<file path="config.mk">
export PLATFORM = sky130hd
export DESIGN_NAME = cp0
export DESIGN_NICKNAME = d
export VERILOG_FILES = /design/src/rtl/cp0.sv
export SDC_FILE = /design/constraint.sdc
export NUM_CORES = 1
export LEC_CHECK = 0
export BUFFER_PORTS_ARGS = -buffer_cell sky130_fd_sc_hd__clkbuf_2
export CORE_MARGIN = 10
export CORE_UTILIZATION = 52
export DETAILED_ROUTE_END_ITERATION = 10
export PLACE_DENSITY = 0.86
export SYNTH_ARGS = -nofsm -noshare
export SYNTH_HDL_FRONTEND = slang
export SYNTH_SLANG_ARGS = --single-unit
</file>
<file path="constraint.sdc">
create_clock -name clk -period 3 [get_ports clk]
set_input_delay 0.3 -clock clk [delete_from_list [all_inputs] [get_ports clk]]
set_output_delay 0.3 -clock clk [all_outputs]
set_load 0.01 [all_outputs]
</file>
<file path="src/rtl/cp0.sv">
// Coprocessor 0: SR/Cause/EPC/PRId registers, interrupt/exception request
// generation and the state updates that accompany taking one.
module cp0 (
    input  logic        clk,
    input  logic        reset,
    input  logic [4:0]  A,
    input  logic [31:0] DIn,
    input  logic        WE,
    input  logic [31:0] PC,
    input  logic        BD,
    input  logic [4:0]  ExcCode_in,
    input  logic [5:0]  HWInt,
    input  logic        EXLClr,
    output logic [31:0] DOut,
    output logic [31:0] EPC_out,
    output logic        Req
);

    localparam logic [4:0]  REG_SR    = 5'd12;
    localparam logic [4:0]  REG_CAUSE = 5'd13;
    localparam logic [4:0]  REG_EPC   = 5'd14;
    localparam logic [4:0]  REG_PRID  = 5'd15;
    localparam logic [31:0] PRID_VAL  = 32'h2021_0007;

    // SR fields
    logic [5:0]  im_q, im_d;
    logic        exl_q, exl_d;
    logic        ie_q, ie_d;
    // Cause fields
    logic        cause_bd_q, cause_bd_d;
    logic [5:0]  ip_q, ip_d;
    logic [4:0]  exc_code_q, exc_code_d;
    // EPC is word aligned, so only bits [31:2] are stored
    logic [29:0] epc_q, epc_d;

    logic        int_req;
    logic        exc_req;
    logic [31:0] sr_val;
    logic [31:0] cause_val;
    logic [31:0] epc_val;

    // A faulting delay-slot instruction restarts at its branch, one word back;
    // the subtraction wraps naturally in the 30-bit word address.
    function automatic logic [29:0] epc_word(input logic [29:0] pc_word,
                                             input logic        in_delay_slot);
        return in_delay_slot ? (pc_word - 30'd1) : pc_word;
    endfunction

    assign int_req = (|(HWInt & im_q)) & ie_q & ~exl_q;
    assign exc_req = (ExcCode_in != 5'd0) & ~exl_q;
    assign Req     = int_req | exc_req;

    always_comb begin
        im_d       = im_q;
        exl_d      = exl_q;
        ie_d       = ie_q;
        cause_bd_d = cause_bd_q;
        ip_d       = HWInt;
        exc_code_d = exc_code_q;
        epc_d      = epc_q;

        if (Req) begin
            exl_d      = 1'b1;
            exc_code_d = int_req ? 5'd0 : ExcCode_in;
            cause_bd_d = BD;
            epc_d      = epc_word(PC[31:2], BD);
        end else begin
            if (WE) begin
                case (A)
                    REG_SR: begin
                        im_d  = DIn[15:10];
                        exl_d = DIn[1];
                        ie_d  = DIn[0];
                    end
                    REG_EPC: epc_d = DIn[31:2];
                    default: ;
                endcase
            end
            // eret wins over a same-cycle mtc0 for EXL only
            if (EXLClr) begin
                exl_d = 1'b0;
            end
        end
    end

    always_ff @(posedge clk) begin
        if (reset) begin
            im_q       <= '0;
            exl_q      <= 1'b0;
            ie_q       <= 1'b0;
            cause_bd_q <= 1'b0;
            ip_q       <= '0;
            exc_code_q <= '0;
            epc_q      <= '0;
        end else begin
            im_q       <= im_d;
            exl_q      <= exl_d;
            ie_q       <= ie_d;
            cause_bd_q <= cause_bd_d;
            ip_q       <= ip_d;
            exc_code_q <= exc_code_d;
            epc_q      <= epc_d;
        end
    end

    assign sr_val    = {16'b0, im_q, 8'b0, exl_q, ie_q};
    assign cause_val = {cause_bd_q, 15'b0, ip_q, 3'b0, exc_code_q, 2'b00};
    assign epc_val   = {epc_q, 2'b00};
    assign EPC_out   = epc_val;

    always_comb begin
        case (A)
            REG_SR:    DOut = sr_val;
            REG_CAUSE: DOut = cause_val;
            REG_EPC:   DOut = epc_val;
            REG_PRID:  DOut = PRID_VAL;
            default:   DOut = 32'd0;
        endcase
    end

endmodule

</file>
==> metrics.md <==
| Metric | Value |
|---|---|
| Die width | `between 100 and 150 microns` |
| PnR worst setup slack | `around 0.7 ns` |
| Worst path most repeated cell | `clkbuf_2` |
| Number of flops mapped to enable cells by yosys | `0` |
| Worst-margin pin slew | `~0.73 ns` |
| Drt total wl | `roughly 12000 microns` |
| Status | `finished, final reports clean` |
| Period utilisation layout | `between 70% and 80%` |
| Syn Area/Cell | `7.80 sq um` |
| CTS tree | `built` |
| GRT Overall Usage | `a little under a quarter` |
| Setup TNS | `0 ns` |
| Num Clock Sinks | `50` |
| Row Count | `29` |
| RSZ-0062 raised after global routing | `false` |
| Total via count in the routed design | `4046` |
| Ys async rst share | `0%` |
| Die area | `0.0103 sq mm` |
| Root Driver | `clkbuf_8` |
| Fillers | `between 500 and 600` |
| Crit Path Max Fanout | `15` |
| Slowest cell delay on critical path | `0.64 ns` |
| Count leader, synth | `dfxtp_1` |
| Clk Latency, worst-skew pair | `0.30 ns` |
| Syn. warnings | `0` |
| Flops & latches, synth | `50` |
| Worst setup EP type | `output pin` |
| Dpl ws | `~0.73 ns` |
| Via/cell ratio | `~6.3` |
| # hold bufs at CTS | `0` |
| Synth area leaders | `dfxtp_1 29%, and3_1 8.3%, a21boi_0 6.5%` |
| Clock-pin slew on the worst setup and hold paths | `around 0.09 ns` |
| DRT Pass-1 Iters | `5` |
| Worst vdd ir | `184 uV` |
| Placed Area | `around 0.0042 sq mm` |
| Largest net degree at the start of global routing | `61` |
| CP Buf/Inv Count | `3` |
| CP Data Required Time | `between 2 and 3 ns` |
| Routed Antenna Nets | `0` |
| Postcts setup bufs | `0` |
| Final Hold Violating Endpoints | `0` |
| Number of remaining DRC errors | `0` |
| # resized after CTS | `0` |
| First DRT Iteration DRCs | `between 300 and 400` |
| Critical path, cell by cell | `clkbuf_2 > nor2b_1 > buf_4 > a22oi_1 > nor2_1 > clkbuf_2` |
| Clk_skew | `0.00901 ns` |
| Top-Level Pins | `150` |
| CP top delay family | `simple AND/OR/NAND/NOR gates` |
| Slowest-stage cell, CP | `nor2b_1` |
| Max Cap Viol | `0` |
| Core Box Area | `about 0.0064 sq mm` |
| Post-synthesis sequential area ratio | `just under 30%` |
| Final nets | `between 600 and 700` |
| Crit path DAT | `2.00 ns` |
| Hold Path Class | `in2reg` |
| Worst slew margin | `around half` |
| Post-DP HPWL | `9640 microns` |
| Max Clock Freq | `435 MHz` |
| Synth Instances | `between 400 and 500` |
| First-pass GRT wire length | `between 15000 and 20000 microns` |
| WL/cell | `approximately 19 microns` |
| Setup Viol. Count Final | `0` |
| Most area-hungry cell type in the Yosys netlist | `dfxtp_1` |
| Max clock buf depth | `2` |
| Antenna diode count | `0` |
| Post-synth top flop | `dfxtp_1` |
| Vias in the first global route | `~3700` |
| Initial Utilization | `approximately 54%` |
| CTS Buf Count | `5` |
| Layout cells sized above 1 | `31.8%` |
| Tmin final | `roughly 2.3 ns` |
| Most instantiated cells after synthesis | `50 x dfxtp_1, 46 x and3_1, 39 x clkbuf_1` |
| Routability cong. | `around 0.90` |
| P&R area growth vs syn | `24.5%` |
| Die Y | `a little over 100 microns` |
| Worst Path Class, Setup | `in2out` |
| Top cell type's share of synthesized area | `between 20% and 30%` |
| Cell area after layout | `roughly 0.0043 sq mm` |
| Crit path launch type | `primary input` |
| Number of distinct library cells after synthesis | `43` |
| Post-Syn Area | `0.00346 sq mm` |
| Gr ovfl total | `0` |
| IO buf count | `roughly 150` |
| Slew Limit Fails | `0` |
| LEAKAGE | `between 0.0015 and 0.002 uW` |
| Pwr Density | `around 360 mW/mm^2` |
| Antenna violations before repair | `0` |
| Htree depth | `2` |
## metal layers
layer | GRT usage (%) | wire (microns) | share of wire, % | vias to the layer above
li1 | - | - | - | 1955
met2 | 37.1 | 5980 | 49 | 183
met1 | 28.9 | 5040 | 41 | 1884
met4 | 7.15 | 254 | 2.1 | 0
met5 | 0 | 0 | 0 | -
met3 | 5.24 | 1040 | 8.4 | 24
## kinds of logic after synthesis
kind of cell,after synthesis,synth area share (%)
muxes,13,3.76
buffers and inverters,49,5.60
and+or+nand+nor,195,32.8
xor gates and xnor gates,12,3.04
DFF,50,28.9
other,1,0.108
AOI/OAI and AO/OA,123,25.4
adders and majority gates,1,0.361
## sequential cells by signal, indices dropped and copies added, names as in the netlist
signal / flops
im_q: 6
exl_q: 1
cause_bd_q: 1
ip_q: 6
ie_q: 1
epc_q: 30
exc_code_q: 5
## where the power goes
part / switching, uW / internal [uW]
logic: 230 / 170
clock network: 219 / 161
registers: 38.6 / 714
## cell type report
cell class                      instances  area [sq um]  share of cell area, %
Multi-Input combinational cell        346          2290                   53.2
Sequential cell                        50          1000                   23.2
Timing Repair Buffer                  158           823                   19.1
Tap cell                               77          96.3                   2.24
Clock buffer                            7          76.3                   1.77
Inverter                                5          18.8                  0.436
## path summary, 6_finish.rpt
| path | start | depth (start not counted) | slack (ns) | to |
|---|---|---|---|---|
| setup / recovery | A[1] | 6 | 0.70 | DOut[31] |
| hold / removal | HWInt[5] | 2 | 0.23 | ip_q[5] |
| setup reg to reg | im_q[3] | 5 | 1.09 | epc_q[12] |
| hold reg to reg | im_q[1] | 2 | 0.49 | im_q[1] |
## layout by cell type, fill, tap and decap left out, types with 4 or more instances in the layout
master / count
mux2i_1: 13
or4_1: 13
o41ai_1: 15
nor2b_1: 8
clkbuf_2: 145
dfxtp_1: 50
nor2_1: 29
a211oi_1: 13
buf_4: 13
nand4_1: 7
nor3_1: 7
a21oi_1: 14
o31ai_1: 12
inv_1: 5
xnor2_1: 6
xor2_1: 6
clkbuf_8: 5
o21a_1: 4
nand3_1: 6
a21boi_0: 30
or3b_2: 5
or3_1: 9
nor4_1: 24
o21ai_0: 6
and3_1: 46
a22oi_1: 8
nand2_1: 25
a31oi_1: 14
## per-stage QoR
step	cells	utilization (%)	hold slack, ns	total power, uW
after floorplan	445	-	0.428	978
after global placement	636	65.9	0.461	1150
after detailed placement	636	65.9	0.481	1160
after CTS	643	67.1	0.228	1530
after global routing	643	67.1	0.234	1610
final	643	67.1	0.232	1530
Note: power is estimated with default switching activity, not from simulation.
